[config.mk]
export PLATFORM = sky130hd
export DESIGN_NAME = fifo8_ctrl
export DESIGN_NICKNAME = d
export VERILOG_FILES = /design/src/rtl/fifo8_ctrl_pkg.sv /design/src/rtl/fifo8_ctrl_ram8.sv /design/src/rtl/fifo8_ctrl.sv
export SDC_FILE = /design/constraint.sdc
export NUM_CORES = 1
export LEC_CHECK = 0
export ABC_CLOCK_PERIOD_IN_PS = 4000
export BUFFER_PORTS_ARGS = -buffer_cell sky130_fd_sc_hd__buf_4
export CAP_MARGIN = 30
export CORE_MARGIN = 10
export CORE_UTILIZATION = 23
export CTS_BUF_LIST = sky130_fd_sc_hd__clkbuf_2
export DETAILED_ROUTE_END_ITERATION = 10
export PLACE_DENSITY = 0.49
export SLEW_MARGIN = 15
export SYNTH_ARGS = -nofsm -noshare
export SYNTH_HDL_FRONTEND = slang
export SYNTH_HIERARCHICAL = 1
export SYNTH_SLANG_ARGS = --single-unit
[constraint.sdc]
create_clock -name clk -period 4 [get_ports clk]
set_clock_uncertainty 0.05 [all_clocks]
set_input_delay 0.2 -clock clk [delete_from_list [all_inputs] [get_ports clk]]
set_output_delay 0.2 -clock clk [all_outputs]
set_load 0.02 [all_outputs]
[src/rtl/fifo8_ctrl_pkg.sv]
// Shared types and sizes for the fifo8_ctrl FIFO and its RAM8 storage.
// Word width, RAM depth, pointer and count widths, arbitration op codes.
package fifo8_ctrl_pkg;

    localparam int FIFO8_W  = 16;
    localparam int FIFO8_D  = 8;
    localparam int FIFO8_AW = 3;
    localparam int FIFO8_CW = 4;

    typedef logic [FIFO8_W-1:0]  word_t;
    typedef logic [FIFO8_AW-1:0] ptr_t;
    typedef logic [FIFO8_CW-1:0] cnt_t;

    // One RAM operation (or none) per cycle.
    typedef enum logic [1:0] {
        OP_IDLE   = 2'd0,
        OP_BYPASS = 2'd1,
        OP_REFILL = 2'd2,
        OP_WRITE  = 2'd3
    } op_t;

    localparam cnt_t RAM_FULL = cnt_t'(FIFO8_D);

    // Saturating-free count of stored words: RAM words plus the OR word.
    function automatic cnt_t total_count(input cnt_t ram_cnt, input logic held);
        return ram_cnt + {{(FIFO8_CW-1){1'b0}}, held};
    endfunction

endpackage

[src/rtl/fifo8_ctrl_ram8.sv]
// RAM8 storage: 8 x 16 words, combinational read, write on clk.
// Single port; the controller chooses read or write address each cycle.
module fifo8_ctrl_ram8
    import fifo8_ctrl_pkg::*;
(
    input  logic        clk,
    input  logic [2:0]  addr,
    input  logic        write,
    input  logic [15:0] in,
    output logic [15:0] out
);

    word_t mem [FIFO8_D];

    // Store the input word at addr when write is high.
    always_ff @(posedge clk) begin
        if (write) begin
            mem[addr] <= in;
        end
    end

    // Asynchronous read of the addressed word.
    always_comb begin
        out = mem[addr];
    end

endmodule

[src/rtl/fifo8_ctrl.sv]
// fifo8_ctrl: 9-word valid/ready FIFO, 8 words in RAM8 plus an output register.
// Define FIFO8_PUSH_PRIO_EN to let a push win the RAM port over a refill.
module fifo8_ctrl
    import fifo8_ctrl_pkg::*;
#(
    parameter int AF_LVL = 6,
    parameter int AE_LVL = 2
) (
    input  logic        clk,
    input  logic        reset,
    input  logic [15:0] in_data,
    input  logic        in_valid,
    output logic        in_ready,
    output logic [15:0] out_data,
    output logic        out_valid,
    input  logic        out_ready,
    output logic [3:0]  count,
    output logic        almost_full,
    output logic        almost_empty
);

    localparam cnt_t AF_CNT = cnt_t'(AF_LVL);
    localparam cnt_t AE_CNT = cnt_t'(AE_LVL);

    ptr_t  wr_ptr;
    ptr_t  rd_ptr;
    cnt_t  ram_cnt;
    op_t   op;

    logic  ram_empty;
    logic  ram_full;
    logic  or_free;
    logic  push;

    ptr_t  ram_addr;
    logic  ram_write;
    word_t ram_out;

    // Occupancy flags and the handshake toward the producer.
    always_comb begin
        ram_empty = (ram_cnt == '0);
        ram_full  = (ram_cnt == RAM_FULL);
        or_free   = !out_valid || out_ready;
`ifdef FIFO8_PUSH_PRIO_EN
        in_ready  = !ram_full || (ram_empty && or_free);
`else
        in_ready  = !ram_full && !(!ram_empty && or_free);
`endif
        push      = in_valid && in_ready;
    end

    // Pick the single RAM operation for this cycle.
    always_comb begin
        op = OP_IDLE;
`ifdef FIFO8_PUSH_PRIO_EN
        if (ram_empty && or_free && push) begin
            op = OP_BYPASS;
        end else if (push) begin
            op = OP_WRITE;
        end else if (!ram_empty && or_free) begin
            op = OP_REFILL;
        end
`else
        if (ram_empty && or_free && push) begin
            op = OP_BYPASS;
        end else if (!ram_empty && or_free) begin
            op = OP_REFILL;
        end else if (push) begin
            op = OP_WRITE;
        end
`endif
    end

    // Drive the RAM port: write address on WRITE, read address otherwise.
    always_comb begin
        ram_write = (op == OP_WRITE);
        ram_addr  = ram_write ? wr_ptr : rd_ptr;
    end

    fifo8_ctrl_ram8 u_ram8 (
        .clk   (clk),
        .addr  (ram_addr),
        .write (ram_write),
        .in    (in_data),
        .out   (ram_out)
    );

    // Advance pointers and the RAM word count.
    always_ff @(posedge clk) begin
        if (reset) begin
            wr_ptr  <= '0;
            rd_ptr  <= '0;
            ram_cnt <= '0;
        end else begin
            unique case (op)
                OP_WRITE: begin
                    wr_ptr  <= wr_ptr + 3'd1;
                    ram_cnt <= ram_cnt + 4'd1;
                end
                OP_REFILL: begin
                    rd_ptr  <= rd_ptr + 3'd1;
                    ram_cnt <= ram_cnt - 4'd1;
                end
                default: begin
                end
            endcase
        end
    end

    // Output register: load on BYPASS or REFILL, hold while not taken.
    always_ff @(posedge clk) begin
        if (reset) begin
            out_valid <= 1'b0;
            out_data  <= '0;
        end else begin
            out_valid <= (op == OP_BYPASS) || (op == OP_REFILL) ||
                         (out_valid && !out_ready);
            if (op == OP_BYPASS) begin
                out_data <= in_data;
            end else if (op == OP_REFILL) begin
                out_data <= ram_out;
            end
        end
    end

    // Total occupancy and threshold flags.
    always_comb begin
        count        = total_count(ram_cnt, out_valid);
        almost_full  = (count >= AF_CNT);
        almost_empty = (count <= AE_CNT);
    end

endmodule
# Word-level counts from Yosys, hierarchy flattened
# Memory sizes are Yosys's and may differ from the RTL's.
# Index checks and enable logic that the tools add are counted.
dict set report classes {
  add_sub_neg 5
  multipliers 0
  div 0
  order_cmp 2
  n_eq_ne 4
  shift 0
  muxes 9
  bitwise 0
  reduce_logical 17
}
# cell n
set op_table {}
lappend op_table {{2-to-1 mux 16 bit} 2}
lappend op_table {{case mux 4 bit (2 select lines)} 1}
lappend op_table {{adder 3 x 1 -> 3 bit, second input constant} 2}
lappend op_table {{logical AND 1 bit} 6}
lappend op_table {{2-to-1 mux 2 bit} 3}
lappend op_table {{zero test 1 bit} 5}
lappend op_table {{adder 4 x 1 -> 4 bit} 1}
lappend op_table {{adder 4 x 1 -> 4 bit, second input constant} 1}
lappend op_table {{== test 2 bit, second input constant} 2}
lappend op_table {{== test 4 bit, second input constant} 1}
lappend op_table {{greater-or-equal comparator 4 x 3 -> 1 bit, second input constant} 1}
lappend op_table {{less-or-equal comparator 4 x 2 -> 1 bit, second input constant} 1}
lappend op_table {{zero test 4 bit} 1}
lappend op_table {{nonzero test 2 bit} 2}
lappend op_table {{subtractor 4 x 1 -> 4 bit, second input constant} 1}
lappend op_table {{logical OR 1 bit} 3}
lappend op_table {{2-to-1 mux 3 bit} 1}
lappend op_table {{== test 2 x 1 -> 1 bit, second input constant} 1}
lappend op_table {{2-to-1 mux 1 bit} 2}
dict set report word_totals {
  reg_bits 27
  latchBits 0
  ramBits 128
  mem_bits_ro 0
  inputBits 20
  out_inout_bits 24
  memories 1
}
# memory words word_bits rd rd_clocked_by_memory_dff write_ports line_no
set memory_table {}
lappend memory_table {u_ram8.mem 8 16 1 0 1 fifo8_ctrl_ram8.sv:13} ;# word_t mem [FIFO8_D];

# Longest topological paths before layout
# An unclocked memory read counts as a cell.
dict set report depth {
  word_depth 14
  mapped_depth 16
}

# Modules after synthesis
# Netlist, hierarchy kept.
# module instances cells_each area_each_um2
set by_module_without_submodules {}
lappend by_module_without_submodules {fifo8_ctrl_ram8 1 222 4972.3}
lappend by_module_without_submodules {fifo8_ctrl 1 162 1441.4}

# Least setup slack after synthesis
# Ideal clock, no wire load.
dict set report synth_timing {
  path_kind {register to register}
  start {register ram_cnt[0]}
  end {memory u_ram8/mem[0][0] (netlist bit) (enable)}
  arrival_ps 3863
  t_required_ps 3541
  path_slack_ps -323
  path_stages_with_launch 11
  synth_period_minus_slack_ps 4323
  cell_sequence {dfxtp_1 buf_6 or4_4 o21ai_0 and2_1 ha_1 clkbuf_1 mux2_2 buf_2 buf_1 nor3_1}
}
dict set report synth_between {
  elab_cells_between_ends 17
}
# element line_no
set synth_lines {}
lappend synth_lines {{from (decl)} fifo8_ctrl.sv:27} ;# cnt_t ram_cnt;
lappend synth_lines {{from (signal assigned)} fifo8_ctrl.sv:98} ;# ram_cnt <= ram_cnt + 4'd1;
lappend synth_lines {{from (signal assigned)} fifo8_ctrl.sv:102} ;# ram_cnt <= ram_cnt - 4'd1;
lappend synth_lines {{zero test 4 bit} fifo8_ctrl.sv:41} ;# ram_empty = (ram_cnt == '0);
lappend synth_lines {{zero test 1 bit} fifo8_ctrl.sv:47} ;# in_ready = !ram_full && !(!ram_empty && or_free);
lappend synth_lines {{logical AND 1 bit} fifo8_ctrl.sv:47}
lappend synth_lines {{zero test 1 bit} fifo8_ctrl.sv:47}
lappend synth_lines {{logical AND 1 bit *} fifo8_ctrl.sv:47}
lappend synth_lines {{named net in_ready} fifo8_ctrl.sv:13} ;# output logic in_ready,
lappend synth_lines {{logical AND 1 bit *} fifo8_ctrl.sv:49} ;# push = in_valid && in_ready;
lappend synth_lines {{2-to-1 mux 2 bit} fifo8_ctrl.sv:68} ;# end else if (push) begin
lappend synth_lines {{2-to-1 mux 2 bit} fifo8_ctrl.sv:66} ;# end else if (!ram_empty && or_free) begin
lappend synth_lines {{2-to-1 mux 2 bit *} fifo8_ctrl.sv:64} ;# if (ram_empty && or_free && push) begin
lappend synth_lines {{== test 2 bit *} fifo8_ctrl.sv:76} ;# ram_write = (op == OP_WRITE);
lappend synth_lines {{2-to-1 mux 3 bit *} fifo8_ctrl.sv:77} ;# ram_addr = ram_write ? wr_ptr : rd_ptr;
lappend synth_lines {{named net ram_addr[1]} fifo8_ctrl.sv:35} ;# ptr_t ram_addr;
lappend synth_lines {{to (decl)} fifo8_ctrl_ram8.sv:13}
# Mark *: on every way through the listed nets, which the timed path passes. The rest lies on a longest branch.

# Worst setup path in the final report
dict set report layout_timing {
  start {register out_valid}
  end {memory u_ram8/mem[5][8] (netlist bit) (enable)}
}
dict set report layout_between {
  elab_cells_between_ends 15
}
# element line_no
set layout_lines {}
lappend layout_lines {{from (decl)} fifo8_ctrl.sv:15} ;# output logic out_valid,
lappend layout_lines {{from (signal assigned)} fifo8_ctrl.sv:116} ;# out_valid <= (op == OP_BYPASS) || (op == OP_REFILL) ||
lappend layout_lines {{zero test 1 bit *} fifo8_ctrl.sv:43} ;# or_free = !out_valid || out_ready;
lappend layout_lines {{logical OR 1 bit *} fifo8_ctrl.sv:43}
lappend layout_lines {{logical AND 1 bit} {fifo8_ctrl.sv:47, fifo8_ctrl.sv:66}}
lappend layout_lines {{zero test 1 bit} fifo8_ctrl.sv:47}
lappend layout_lines {{logical AND 1 bit} fifo8_ctrl.sv:47}
lappend layout_lines {{logical AND 1 bit} fifo8_ctrl.sv:49}
lappend layout_lines {{2-to-1 mux 2 bit} fifo8_ctrl.sv:68}
lappend layout_lines {{2-to-1 mux 2 bit} fifo8_ctrl.sv:66}
lappend layout_lines {{2-to-1 mux 2 bit *} fifo8_ctrl.sv:64}
lappend layout_lines {{== test 2 bit *} fifo8_ctrl.sv:76}
lappend layout_lines {{2-to-1 mux 3 bit *} fifo8_ctrl.sv:77}
lappend layout_lines {{named net ram_addr[1]} fifo8_ctrl.sv:35}
# Marked as above.

==> metrics.md <==
| Metric | Value |
|---|---|
| Num rows | `61` |
| Initial Util | `23.2%` |
| Average size of a mapped cell | `16.7 um^2` |
| Vias | `3499` |
| Non-filler cells, final | `857` |
| Hold Crit Class | `in2reg` |
| Gate power share | `40.3%` |
| Detailed router's first-iteration violation count | `190` |
| Grt total ovfl | `0` |
| Global-route usage over all layers | `8.30%` |
| Clk buf depth | `2` |
| Worst setup margin | `363 ps` |
| Die Width | `187 um` |
| Die ar. | `0.0350 mm^2` |
| Max-slew violation count | `0` |
| Synth unique cells | `37` |
| Die height | `187 um` |
| # DRC | `0` |
| Top-area cell type share of the netlist area | `59.9%` |
| Largest net degree at the start of global routing | `41` |
| First-pass GRT wire length | `22.2 mm` |
| CTS tree | `built` |
| Reg power frac | `42.3%` |
| Hpwl dp | `8.93 mm` |
| Final Hold Viols | `0` |
| Reg clk slew, reported paths | `240 ps` |
| Crit. End Element | `register` |
| Final GP Congestion | `0.685` |
| Post-route ant nets | `0` |
| Synthesized area | `0.00641 mm^2` |
| Worst path slowest cell | `dlygate4sd3_1` |
| Buffers on Ports | `43` |
| Commonest non-fill, non-tap cell in the layout | `edfxtp_1` |
| Outcome | `finished, final reports clean` |
| Critical Path RT | `4330 ps` |
| CTS H-tree depth | `4` |
| Nets | `494` |
| Cells after synthesis | `384` |
| # IOs | `44` |
| Number of buffers and inverters on the critical path | `3` |
| Cell family with most CP delay | `buffers and inverters` |
| Setup TNS | `0 ps` |
| Antenna violations before repair | `2` |
| Power Total | `4.73 mW` |
| Flops & latches, synth | `155` |
| Critical Path Fanout Max | `12` |
| Crit path DAT | `3970 ps` |
| Relative slew margins | `61.1%` |
| Largest stage delay, worst path | `620 ps` |
| Worst Tran Pin Value | `583 ps` |
| Syn-to-layout area delta | `20.4%` |
| Share of cells above drive strength 1 | `28.9%` |
| Crit start category | `register` |
| Vias/cell | `4.08` |
| Clock tree sinks | `155` |
| Number of post-CTS setup repair buffers | `0` |
| DR WL/cell | `16.6 um` |
| Worst slack at placement | `358 ps` |
| Maximum vdd drop | `0.277 mV` |
| Setup violations, final | `0` |
| Yosys warns | `6` |
| Most frequent cells in the layout | `edfxtp_1, buf_4, nor2_1` |
| Routed wire length | `14.2 mm` |
| Placed Cells incl. Taps | `804` |
| Max-Cap Viols | `0` |
| Leading area contributor after synthesis | `edfxtp_1` |
| CP Class | `reg2reg` |
| Lkg Pwr | `2.62 nW` |
| Peak Freq | `275 MHz` |
| Sequential share of the synthesized area | `68.4%` |
| Pwr Density | `613 mW/mm^2` |
| Worst skew pair latency | `690 ps` |
| Vias in the first global route | `3680` |
| Period utilization | `90.9%` |
| Synth area leaders | `edfxtp_1, dfxtp_1, mux4_1, mux2_2, mux4_2` |
| Syn nets | `414` |
| Drt first pass iters | `4` |
| RSZ-0062 raised after global routing | `no` |
| Clock root buffer | `clkbuf_2` |
| TritonCTS buffer count | `17` |
| Crit-path cells | `nand3b_1 -> dlygate4sd3_1 -> o2bb2ai_4 -> ha_2 -> mux2_2 -> inv_1 -> nand2_1 -> nor2_1 -> buf_4` |
| Int Pwr | `3.03 mW` |
| Core area | `0.0276 mm^2` |
| Sw Share | `36.0%` |
| Post-layout min period | `3640 ps` |
| Net Sw Power | `1.70 mW` |
| Clock network power share | `17.4%` |
[per-stage QoR]
| stage | hold WS (ps) | utilization (%) | area [um^2] |
|---|---|---|---|
| CTS | 77.7 | 27.9 | 7700 |
| detailed placement | 399 | 26.4 | 7280 |
| floorplan | 249 | - | 6410 |
| finish | 147 | 28.0 | 7720 |
| global placement | 392 | 26.4 | 7280 |
| global route | 83.4 | 28.0 | 7720 |
[state kept, by name, summed over array words and instances, names as in the netlist]
signal and cells:
u_ram8/mem 128, out_valid 1, wr_ptr 3, rd_ptr 3, ram_cnt 4, out_data 16
[worst reg2reg max path: stages, from the launching register on]
cell	delay, ps
dfxtp_1	450
nand3b_1	90
dlygate4sd3_1	620
o2bb2ai_4	270
ha_2	320
mux2_2	460
inv_1	470
nand2_1	150
nor2_1	180
buf_4	280
[area by class of cell]
cell class	instances	area (um^2)
fillers	2824	19900
inverters	6	22.5
multi-input cells	200	1900
well taps	378	473
clock inverters	13	135
clock buffers	19	95.1
repair buffers	84	703
diodes	2	5.00
flip-flops and latches	155	4380
[synth_stat cells]
cell type and instances:
a31oi_1 1, mux4_2 10, inv_1 6, or4_4 1, a21oi_1 18, mux4_1 15
edfxtp_1 128, xor2_1 3, o211ai_1 3, a22oi_1 3, o2bb2ai_2 1, ha_1 9
buf_2 6, xnor2_1 5, clkbuf_1 10, nor2b_1 3, buf_6 4, nand2_1 5
and2_1 2, a21o_1 2, buf_4 1, dfxtp_1 27, a221oi_1 2, mux2i_1 19
a211oi_1 2, mux2_2 26, a32oi_1 3, nor3_1 3, fa_1 1, o21ai_0 2
nor4b_1 2, nand2b_1 2, buf_1 2, nand3b_1 1, o31ai_1 1, nor2_1 50
nand3_1 5
[cell families (layout without fill, tap and decap cells)]
group,count (synthesis),count (layout),share of synthesized area (%)
xor+xnor,8,8,1.09
fa+ha+maj,10,10,2.07
buf+inv,29,122,2.34
simple gates,74,74,5.09
compound gates,38,38,3.86
mux,70,70,17.2
flops,155,155,68.4
other cells,0,2,0
[power groups by stage]
stage | logic (mW) | registers (mW) | clock network, mW
floorplan | 1.34 | 2.07 | 0
global placement | 1.89 | 2.04 | 0
detailed placement | 1.91 | 2.04 | 0
CTS | 1.94 | 2.00 | 0.872
global route | 2.13 | 2.02 | 0.958
finish | 1.91 | 2.00 | 0.825
[layer usage]
metal	routed length, um	up-vias	global-route usage, %
met3	574	4	2.67
met5	0	-	0
met1	6850	1772	11.0
li1	-	1663	-
met4	73	0	2.26
met2	6740	60	12.7
[final timing paths]
check / startpoint / end / slack [ps] / cells after the start
min: in_valid / out_valid / 150 / 4
min reg2reg: out_data[5] / out_data[5] / 470 / 2
max reg2reg: out_valid / u_ram8/mem[5][8] / 360 / 9
max: out_valid / u_ram8/mem[5][8] / 360 / 9
[repair_timing]
item / in CTS / in global routing
endpoints found under the hold margin: 155 / 0
endpoints found under the setup margin: 0 / 29
resized for setup: 0 / 2
hold buffers: 19 / 0
(Power assumes the default switching activity.)
